===== config.mk =====
export PLATFORM = sky130hd
export DESIGN_NAME = time_set_controller_flat
export DESIGN_NICKNAME = d
export VERILOG_FILES = /design/src/rtl/time_ui_pkg.sv /design/src/rtl/time_set_controller_if.sv /design/src/rtl/btn_pulse_gen.sv /design/src/rtl/time_set_controller.sv /design/src/flat_wrapper.sv
export SDC_FILE = /design/constraint.sdc
export NUM_CORES = 1
export LEC_CHECK = 0
export BUFFER_PORTS_ARGS = -buffer_cell sky130_fd_sc_hd__buf_2
export CAP_MARGIN = 30
export CORE_MARGIN = 4
export CORE_UTILIZATION = 35
export DETAILED_ROUTE_END_ITERATION = 10
export PLACE_DENSITY = 0.6
export SYNTH_ARGS = -nofsm -noshare
export SYNTH_HDL_FRONTEND = slang
export SYNTH_HIERARCHICAL = 1
export SYNTH_SLANG_ARGS = --single-unit
export TNS_END_PERCENT = 10

===== constraint.sdc =====
create_clock -name clk -period 2.4 [get_ports clk]
set_input_delay 0.48 -clock clk [delete_from_list [all_inputs] [get_ports clk]]
set_output_delay 0.48 -clock clk [all_outputs]
set_load 0.01 [all_outputs]

===== src/rtl/time_ui_pkg.sv =====
// Shared types, field codes and wrap/clamp helpers for the time-set user interface.
// Optional feature macro used by this slice: AUTOREPEAT_EN.
package time_ui_pkg;

    typedef enum logic [2:0] {
        StIdle,
        StEditH,
        StEditM,
        StEditS,
        StCommit
    } state_e;

    typedef struct packed {
        logic [5:0] hours;
        logic [5:0] minutes;
        logic [5:0] seconds;
    } hms_t;

    localparam logic [1:0] FLD_NONE = 2'd0;
    localparam logic [1:0] FLD_HH   = 2'd1;
    localparam logic [1:0] FLD_MM   = 2'd2;
    localparam logic [1:0] FLD_SS   = 2'd3;

    localparam logic [5:0] MAX_HOURS   = 6'd23;
    localparam logic [5:0] MAX_MIN_SEC = 6'd59;

    // up=1 increments, up=0 decrements; both wrap within 0..max_val
    function automatic logic [5:0] wrap_step(input logic [5:0] val, input logic [5:0] max_val,
                                             input logic up);
        logic [5:0] res;
        if (up) begin
            res = (val >= max_val) ? 6'd0 : val + 6'd1;
        end else begin
            res = (val == 6'd0 || val > max_val) ? max_val : val - 6'd1;
        end
        return res;
    endfunction

    function automatic logic [5:0] clamp(input logic [5:0] val, input logic [5:0] max_val);
        return (val > max_val) ? max_val : val;
    endfunction

endpackage


===== src/rtl/time_set_controller_if.sv =====
// Button, current-time and commit signals between the set controller and its neighbours.
// The controller is the master; the clock core / button side is the slave.
interface time_set_controller_if;
    logic       btn_time;
    logic       btn_alarm;
    logic       btn_next;
    logic       btn_inc;
    logic       btn_dec;
    logic       btn_cancel;
    logic [5:0] cur_hours;
    logic [5:0] cur_minutes;
    logic [5:0] cur_seconds;
    logic       set_time;
    logic       set_alarm;
    logic [5:0] hours;
    logic [5:0] minutes;
    logic [5:0] seconds;
    logic       editing;
    logic [1:0] field;
    logic       alarm_target;

    modport master (
        input  btn_time, btn_alarm, btn_next, btn_inc, btn_dec, btn_cancel,
        input  cur_hours, cur_minutes, cur_seconds,
        output set_time, set_alarm, hours, minutes, seconds, editing, field, alarm_target
    );

    modport slave (
        output btn_time, btn_alarm, btn_next, btn_inc, btn_dec, btn_cancel,
        output cur_hours, cur_minutes, cur_seconds,
        input  set_time, set_alarm, hours, minutes, seconds, editing, field, alarm_target
    );
endinterface


===== src/rtl/btn_pulse_gen.sv =====
// Rising-edge detector for a debounced button level, with optional autorepeat
// (built only when AUTOREPEAT_EN is defined and REPEAT_EN is set).
module btn_pulse_gen #(
    parameter bit          REPEAT_EN     = 1'b0,
    parameter int unsigned REPEAT_DELAY  = 50,
    parameter int unsigned REPEAT_PERIOD = 10
) (
    input  logic clk,
    input  logic reset,
    input  logic level,
    input  logic repeat_ok,
    output logic pulse
);

    logic prev_q;
    logic edge_det;

    always_ff @(posedge clk or posedge reset) begin
        if (reset) begin
            prev_q <= 1'b0;
        end else begin
            prev_q <= level;
        end
    end

    assign edge_det = level & ~prev_q;

`ifdef AUTOREPEAT_EN
    localparam bit BuildRepeat = REPEAT_EN;
`else
    localparam bit BuildRepeat = 1'b0;
`endif

    if (BuildRepeat) begin : g_repeat
        localparam int unsigned MaxCnt = (REPEAT_DELAY > REPEAT_PERIOD) ? REPEAT_DELAY
                                                                        : REPEAT_PERIOD;
        localparam int unsigned CntW   = $clog2(MaxCnt + 1);

        logic [CntW-1:0] cnt_q;
        logic            armed_q;
        logic            rep;

        // cnt_q equals cycles held since the edge (delay phase) or since the last step
        assign rep = level & repeat_ok & ~edge_det &
                     (armed_q ? (cnt_q == CntW'(REPEAT_PERIOD)) : (cnt_q == CntW'(REPEAT_DELAY)));

        always_ff @(posedge clk or posedge reset) begin
            if (reset) begin
                cnt_q   <= '0;
                armed_q <= 1'b0;
            end else if (!level || !repeat_ok) begin
                cnt_q   <= '0;
                armed_q <= 1'b0;
            end else if (edge_det) begin
                cnt_q   <= CntW'(1);
                armed_q <= 1'b0;
            end else if (rep) begin
                cnt_q   <= CntW'(1);
                armed_q <= 1'b1;
            end else begin
                cnt_q   <= cnt_q + CntW'(1);
            end
        end

        assign pulse = edge_det | rep;
    end else begin : g_edge_only
        logic unused_repeat_ok;
        assign unused_repeat_ok = repeat_ok;
        assign pulse = edge_det;
    end

endmodule


===== src/rtl/time_set_controller.sv =====
// Edit-session FSM for the alarm clock's set interface: HH -> MM -> SS -> one-cycle commit.
// AUTOREPEAT_EN enables held-button autorepeat on inc/dec.
module time_set_controller
    import time_ui_pkg::*;
#(
    parameter int unsigned TIMEOUT_CYCLES = 1000,
    parameter int unsigned REPEAT_DELAY   = 50,
    parameter int unsigned REPEAT_PERIOD  = 10
) (
    input  logic                          clk,
    input  logic                          reset,
    time_set_controller_if.master         bus
);

    localparam int unsigned TmoW = $clog2(TIMEOUT_CYCLES + 1);

    state_e          state_q, state_d;
    hms_t            stage_q, stage_d;
    hms_t            shadow_q;
    logic            tgt_q, tgt_d;
    logic [TmoW-1:0] tmo_q, tmo_d;

    logic p_time, p_alarm, p_next, p_inc, p_dec, p_cancel;
    logic in_edit;

    assign in_edit = (state_q == StEditH) || (state_q == StEditM) || (state_q == StEditS);

    btn_pulse_gen #(.REPEAT_EN(1'b0), .REPEAT_DELAY(REPEAT_DELAY), .REPEAT_PERIOD(REPEAT_PERIOD))
        u_pg_time   (.clk(clk), .reset(reset), .level(bus.btn_time),   .repeat_ok(1'b0),
                     .pulse(p_time));
    btn_pulse_gen #(.REPEAT_EN(1'b0), .REPEAT_DELAY(REPEAT_DELAY), .REPEAT_PERIOD(REPEAT_PERIOD))
        u_pg_alarm  (.clk(clk), .reset(reset), .level(bus.btn_alarm),  .repeat_ok(1'b0),
                     .pulse(p_alarm));
    btn_pulse_gen #(.REPEAT_EN(1'b0), .REPEAT_DELAY(REPEAT_DELAY), .REPEAT_PERIOD(REPEAT_PERIOD))
        u_pg_next   (.clk(clk), .reset(reset), .level(bus.btn_next),   .repeat_ok(1'b0),
                     .pulse(p_next));
    btn_pulse_gen #(.REPEAT_EN(1'b1), .REPEAT_DELAY(REPEAT_DELAY), .REPEAT_PERIOD(REPEAT_PERIOD))
        u_pg_inc    (.clk(clk), .reset(reset), .level(bus.btn_inc),    .repeat_ok(in_edit),
                     .pulse(p_inc));
    btn_pulse_gen #(.REPEAT_EN(1'b1), .REPEAT_DELAY(REPEAT_DELAY), .REPEAT_PERIOD(REPEAT_PERIOD))
        u_pg_dec    (.clk(clk), .reset(reset), .level(bus.btn_dec),    .repeat_ok(in_edit),
                     .pulse(p_dec));
    btn_pulse_gen #(.REPEAT_EN(1'b0), .REPEAT_DELAY(REPEAT_DELAY), .REPEAT_PERIOD(REPEAT_PERIOD))
        u_pg_cancel (.clk(clk), .reset(reset), .level(bus.btn_cancel), .repeat_ok(1'b0),
                     .pulse(p_cancel));

    always_ff @(posedge clk or posedge reset) begin
        if (reset) begin
            state_q  <= StIdle;
            stage_q  <= '0;
            shadow_q <= '0;
            tgt_q    <= 1'b0;
            tmo_q    <= '0;
        end else begin
            state_q <= state_d;
            stage_q <= stage_d;
            tgt_q   <= tgt_d;
            tmo_q   <= tmo_d;
            if (state_q == StCommit && tgt_q) begin
                shadow_q <= stage_q;
            end
        end
    end

    always_comb begin
        logic       accepted;
        logic [5:0] fld_new;
        state_d  = state_q;
        stage_d  = stage_q;
        tgt_d    = tgt_q;
        tmo_d    = tmo_q;
        accepted = 1'b0;
        fld_new  = 6'd0;
        unique case (state_q)
            StIdle: begin
                tmo_d = '0;
                if (p_time) begin
                    stage_d.hours   = clamp(bus.cur_hours, MAX_HOURS);
                    stage_d.minutes = clamp(bus.cur_minutes, MAX_MIN_SEC);
                    stage_d.seconds = clamp(bus.cur_seconds, MAX_MIN_SEC);
                    tgt_d   = 1'b0;
                    state_d = StEditH;
                end else if (p_alarm) begin
                    stage_d = shadow_q;
                    tgt_d   = 1'b1;
                    state_d = StEditH;
                end
            end
            StEditH, StEditM, StEditS: begin
                tmo_d = tmo_q + TmoW'(1);
                if (p_cancel) begin
                    accepted = 1'b1;
                    state_d  = StIdle;
                end else if (p_next) begin
                    accepted = 1'b1;
                    state_d  = (state_q == StEditH) ? StEditM :
                               (state_q == StEditM) ? StEditS : StCommit;
                end else if (p_inc || p_dec) begin
                    accepted = 1'b1;
                    // Simultaneous inc and dec is accepted but leaves the value alone
                    if (p_inc ^ p_dec) begin
                        if (state_q == StEditH) begin
                            fld_new = wrap_step(stage_q.hours, MAX_HOURS, p_inc);
                            stage_d.hours = fld_new;
                        end else if (state_q == StEditM) begin
                            fld_new = wrap_step(stage_q.minutes, MAX_MIN_SEC, p_inc);
                            stage_d.minutes = fld_new;
                        end else begin
                            fld_new = wrap_step(stage_q.seconds, MAX_MIN_SEC, p_inc);
                            stage_d.seconds = fld_new;
                        end
                    end
                end
                if (accepted) begin
                    tmo_d = '0;
                end else if (tmo_q == TmoW'(TIMEOUT_CYCLES - 1)) begin
                    state_d = StIdle;
                end
            end
            StCommit: begin
                tmo_d   = '0;
                state_d = StIdle;
            end
            default: begin
                state_d = StIdle;
            end
        endcase
    end

    always_comb begin
        bus.set_time     = (state_q == StCommit) & ~tgt_q;
        bus.set_alarm    = (state_q == StCommit) & tgt_q;
        bus.hours        = stage_q.hours;
        bus.minutes      = stage_q.minutes;
        bus.seconds      = stage_q.seconds;
        bus.editing      = (state_q != StIdle);
        bus.alarm_target = tgt_q;
        bus.field        = FLD_NONE;
        unique case (state_q)
            StEditH: bus.field = FLD_HH;
            StEditM: bus.field = FLD_MM;
            StEditS: bus.field = FLD_SS;
            default: bus.field = FLD_NONE;
        endcase
    end

endmodule


===== src/flat_wrapper.sv =====
// flat-port wrapper written by rule: the top's interface ports become plain ports
module time_set_controller_flat import time_ui_pkg::*;
#(
    parameter int unsigned TIMEOUT_CYCLES = 1000,
    parameter int unsigned REPEAT_DELAY   = 50,
    parameter int unsigned REPEAT_PERIOD  = 10
)
  (clk, reset, bus_btn_time, bus_btn_alarm, bus_btn_next, bus_btn_inc, bus_btn_dec, bus_btn_cancel, bus_cur_hours, bus_cur_minutes, bus_cur_seconds, bus_set_time, bus_set_alarm, bus_hours, bus_minutes, bus_seconds, bus_editing, bus_field, bus_alarm_target);
  time_set_controller_if bus_i ();
  input  logic clk;
  input  logic reset;
  input wire logic [$bits(bus_i.btn_time)-1:0] bus_btn_time;
  input wire logic [$bits(bus_i.btn_alarm)-1:0] bus_btn_alarm;
  input wire logic [$bits(bus_i.btn_next)-1:0] bus_btn_next;
  input wire logic [$bits(bus_i.btn_inc)-1:0] bus_btn_inc;
  input wire logic [$bits(bus_i.btn_dec)-1:0] bus_btn_dec;
  input wire logic [$bits(bus_i.btn_cancel)-1:0] bus_btn_cancel;
  input wire logic [$bits(bus_i.cur_hours)-1:0] bus_cur_hours;
  input wire logic [$bits(bus_i.cur_minutes)-1:0] bus_cur_minutes;
  input wire logic [$bits(bus_i.cur_seconds)-1:0] bus_cur_seconds;
  output wire logic [$bits(bus_i.set_time)-1:0] bus_set_time;
  output wire logic [$bits(bus_i.set_alarm)-1:0] bus_set_alarm;
  output wire logic [$bits(bus_i.hours)-1:0] bus_hours;
  output wire logic [$bits(bus_i.minutes)-1:0] bus_minutes;
  output wire logic [$bits(bus_i.seconds)-1:0] bus_seconds;
  output wire logic [$bits(bus_i.editing)-1:0] bus_editing;
  output wire logic [$bits(bus_i.field)-1:0] bus_field;
  output wire logic [$bits(bus_i.alarm_target)-1:0] bus_alarm_target;
  assign bus_i.btn_time = bus_btn_time;
  assign bus_i.btn_alarm = bus_btn_alarm;
  assign bus_i.btn_next = bus_btn_next;
  assign bus_i.btn_inc = bus_btn_inc;
  assign bus_i.btn_dec = bus_btn_dec;
  assign bus_i.btn_cancel = bus_btn_cancel;
  assign bus_i.cur_hours = bus_cur_hours;
  assign bus_i.cur_minutes = bus_cur_minutes;
  assign bus_i.cur_seconds = bus_cur_seconds;
  assign bus_set_time = bus_i.set_time;
  assign bus_set_alarm = bus_i.set_alarm;
  assign bus_hours = bus_i.hours;
  assign bus_minutes = bus_i.minutes;
  assign bus_seconds = bus_i.seconds;
  assign bus_editing = bus_i.editing;
  assign bus_field = bus_i.field;
  assign bus_alarm_target = bus_i.alarm_target;
  time_set_controller #(.TIMEOUT_CYCLES(TIMEOUT_CYCLES), .REPEAT_DELAY(REPEAT_DELAY), .REPEAT_PERIOD(REPEAT_PERIOD)) u_core (.clk(clk), .reset(reset), .bus(bus_i));
endmodule

==> flow_metrics.py <==
metrics = {
    "status": {
        "outcome": "finished clean",
    },
    "critical_path": {
        "timing.rr.end": "u_core/bus.hours[2]$_DFFE_PP0P_",
        "rr_worst_depth": 8,
        "rrSetupSlack_ns": 0.27,
        "worstPathRequired_ns": 1.92,
        "slowest_delay_ns": 0.54,
        "cp.arrival_ns": 1.72,
        "cp_top_family": "flip-flops",
        "crit_chain": "nor2_1 -> and3_1 -> buf_12 -> buf_2",
        "path_class": "flip-flop to output pin",
        "crit_path_top_delay_cell": "dfrtp_1",
        "cp.depth": 4,
        "critPathMaxFanout": 20,
        "start_kind": "flip-flop",
        "path_buf_inv": 2,
        "cp-end-kind": "output pin",
        "r2r-start": "u_core/u_pg_inc/prev_q$_DFF_PP0_",
    },
    "cts": {
        "clock-sinks": 56,
        "htree_levels": 2,
        "insertion_delay_ns": 0.32,
        "postCtsSetupBuffers": 0,
        "path_clk_slew_ns": 0.11,
        "cts_tree": "built",
        "clockRootBuffer": "clkbuf_8",
        "numCtsBuffers": 5,
        "cts_hold_buf": 0,
        "cts_resized": 0,
        "clockBufferDepth": 2,
    },
    "drt": {
        "ant_nets": 0,
        "drc": 0,
        "firstDrtPassIters": 5,
        "dr.first_iter.drc_count": 297,
        "via_count": 3386,
        "viasPerCell": 5.61,
        "avgRoutedWirePerCell_um": 16.4,
        "wl_um": 9910,
    },
    "final_layout": {
        "fill_cells": 1048,
        "final_core_util": 0.410,
        "final_net_count": 502,
        "finalInstanceArea_sq_um": 4270,
        "layout-drive-gt1-share": 0.237,
        "diodes": 0,
        "area_growth_pct": 12.9,
    },
    "power": {
        "clkPwrFrac": 0.132,
        "p_int_mw": 2.31,
        "swShare": 0.450,
        "p_leak_nw": 1.90,
        "power.density_nw_per_um2": 984,
        "switching_power_mw": 1.89,
        "power_mw": 4.20,
        "pwr-share-comb": 0.492,
        "vdd_drop_max_uv": 266,
        "seq_power_share": 0.377,
    },
    "floorplan": {
        "start_util": 0.363,
        "rows": 37,
        "die_area_sq_um": 12500,
        "die_h_um": 112,
        "core-area_sq_um": 10400,
        "die_w_um": 112,
        "ios": 50,
    },
    "job": {
        "drv_cap": 0,
    },
    "sta": {
        "hold_viol": 0,
        "holdWs_ns": 0.0530,
        "fmax_mhz": 456,
        "setup_tns_ns": 0,
        "finalClockSkew_ns": 0.0136,
        "maxSlewHeadroom": 0.600,
        "min_period_over_period": 0.915,
        "setup_viol": 0,
        "worst_pin_slew_ns": 0.599,
        "rsz0062_at_grt": "false",
        "slew_violations": 0,
        "fin_crit_ns": 2.20,
    },
    "grt": {
        "grt_max_degree": 33,
        "overflow": 0,
        "grt_pass1_vias": 3250,
        "grt_busiest_layer": "met2",
        "use_met2": 0.264,
        "use_met1": 0.221,
        "grt_pass1_wl_um": 16700,
        "antenna_found_initial": 0,
        "grt_use_met3": 0.0266,
        "track_usage": 0.160,
    },
    "logic_synthesis": {
        "synth_area_per_cell_sq_um": 8.94,
        "syn-num-nets": 458,
        "yosysWarnings": 6,
        "synthCells": 423,
        "synth_area_sq_um": 3780,
    },
    "placement": {
        "placed_area_sq_um": 4180,
        "io_buffers": 49,
        "dp_hpwl_um": 7050,
        "globalplace.congestion": 0.869,
    },
    "min_path": {
        "hp-class": "input pin to asynchronous set/reset pin",
    },
}
==> final cells by class <==
cell class | instances | area, sq um | share of cell area
repair buffers | 63 | 375 | 0.0879
clock buffers | 5 | 68.8 | 0.0161
multi-input cells | 314 | 2130 | 0.499
flip-flops and latches | 56 | 1400 | 0.328
inverters | 27 | 101 | 0.0237
well taps | 136 | 170 | 0.0398
clock inverters | 3 | 22.5 | 0.00527
==> routing by layer <==
layer,share of wire,routed length [um],vias to the layer above
met5,0,0,-
met4,0.013,132,0
met3,0.051,504,11
met2,0.47,4700,94
met1,0.46,4570,1661
li1,-,-,1620
==> stage by stage <==
step | setup slack, ns | instances
after floorplan | 0.139 | 423
after global placement | 0.129 | 596
after detailed placement | 0.0801 | 596
after CTS | 0.183 | 604
after global routing | 0.107 | 604
final | 0.205 | 604
==> worst reg2reg max path, cell delays in order, from the launching register on <==
cell and delay (ns):
dfrtp_1 0.41, nor2b_4 0.11, inv_1 0.05, ha_1 0.21, nor4b_2 0.40, and2_1 0.21
o21ai_1 0.21, a41oi_1 0.28, o32a_1 0.20
==> state kept, by name (all words and copies together) (netlist names), 3 cells and up <==
signal,cells
u_core/bus.seconds,6
u_core/tmo_q,10
u_core/shadow_q,18
u_core/bus.minutes,6
u_core/bus.hours,6
u_core/state_q,3
==> worst max path at each step <==
stage | start | end | slack (ns)
2_1_floorplan | bus_btn_inc | u_core/bus.hours[2]$_DFFE_PP0P_ | 0.14
3_3_place_gp | bus_btn_inc | u_core/bus.hours[2]$_DFFE_PP0P_ | 0.13
3_5_place_dp | bus_btn_inc | u_core/bus.hours[2]$_DFFE_PP0P_ | 0.08
4_1_cts | u_core/state_q[1]$_DFFE_PP0N_ | bus_set_alarm | 0.18
5_1_grt | u_core/state_q[1]$_DFFE_PP0N_ | bus_set_alarm | 0.11
6_report | u_core/state_q[1]$_DFFE_PP0N_ | bus_set_alarm | 0.20
==> placed cells by master (no fill, tap or decap), drive strengths merged, types with 10 or more instances in the layout <==
cell and instances:
o21ai 25, buf 63, dfrtp 56, a21oi 27, nand2 28, a31oi 10, inv 28, nand3 10
mux2 18, nor2b 16, nand4 15, nor2 41
==> power groups by stage <==
stage | combinational, mW | clock [mW] | sequential [mW]
detailed placement | 2.06 | 0 | 1.60
global route | 2.32 | 0.624 | 1.63
finish | 2.07 | 0.554 | 1.58
floorplan | 1.53 | 0 | 1.51
CTS | 2.07 | 0.580 | 1.58
global placement | 2.03 | 0 | 1.60
Note: power is estimated with default switching activity, not from simulation.
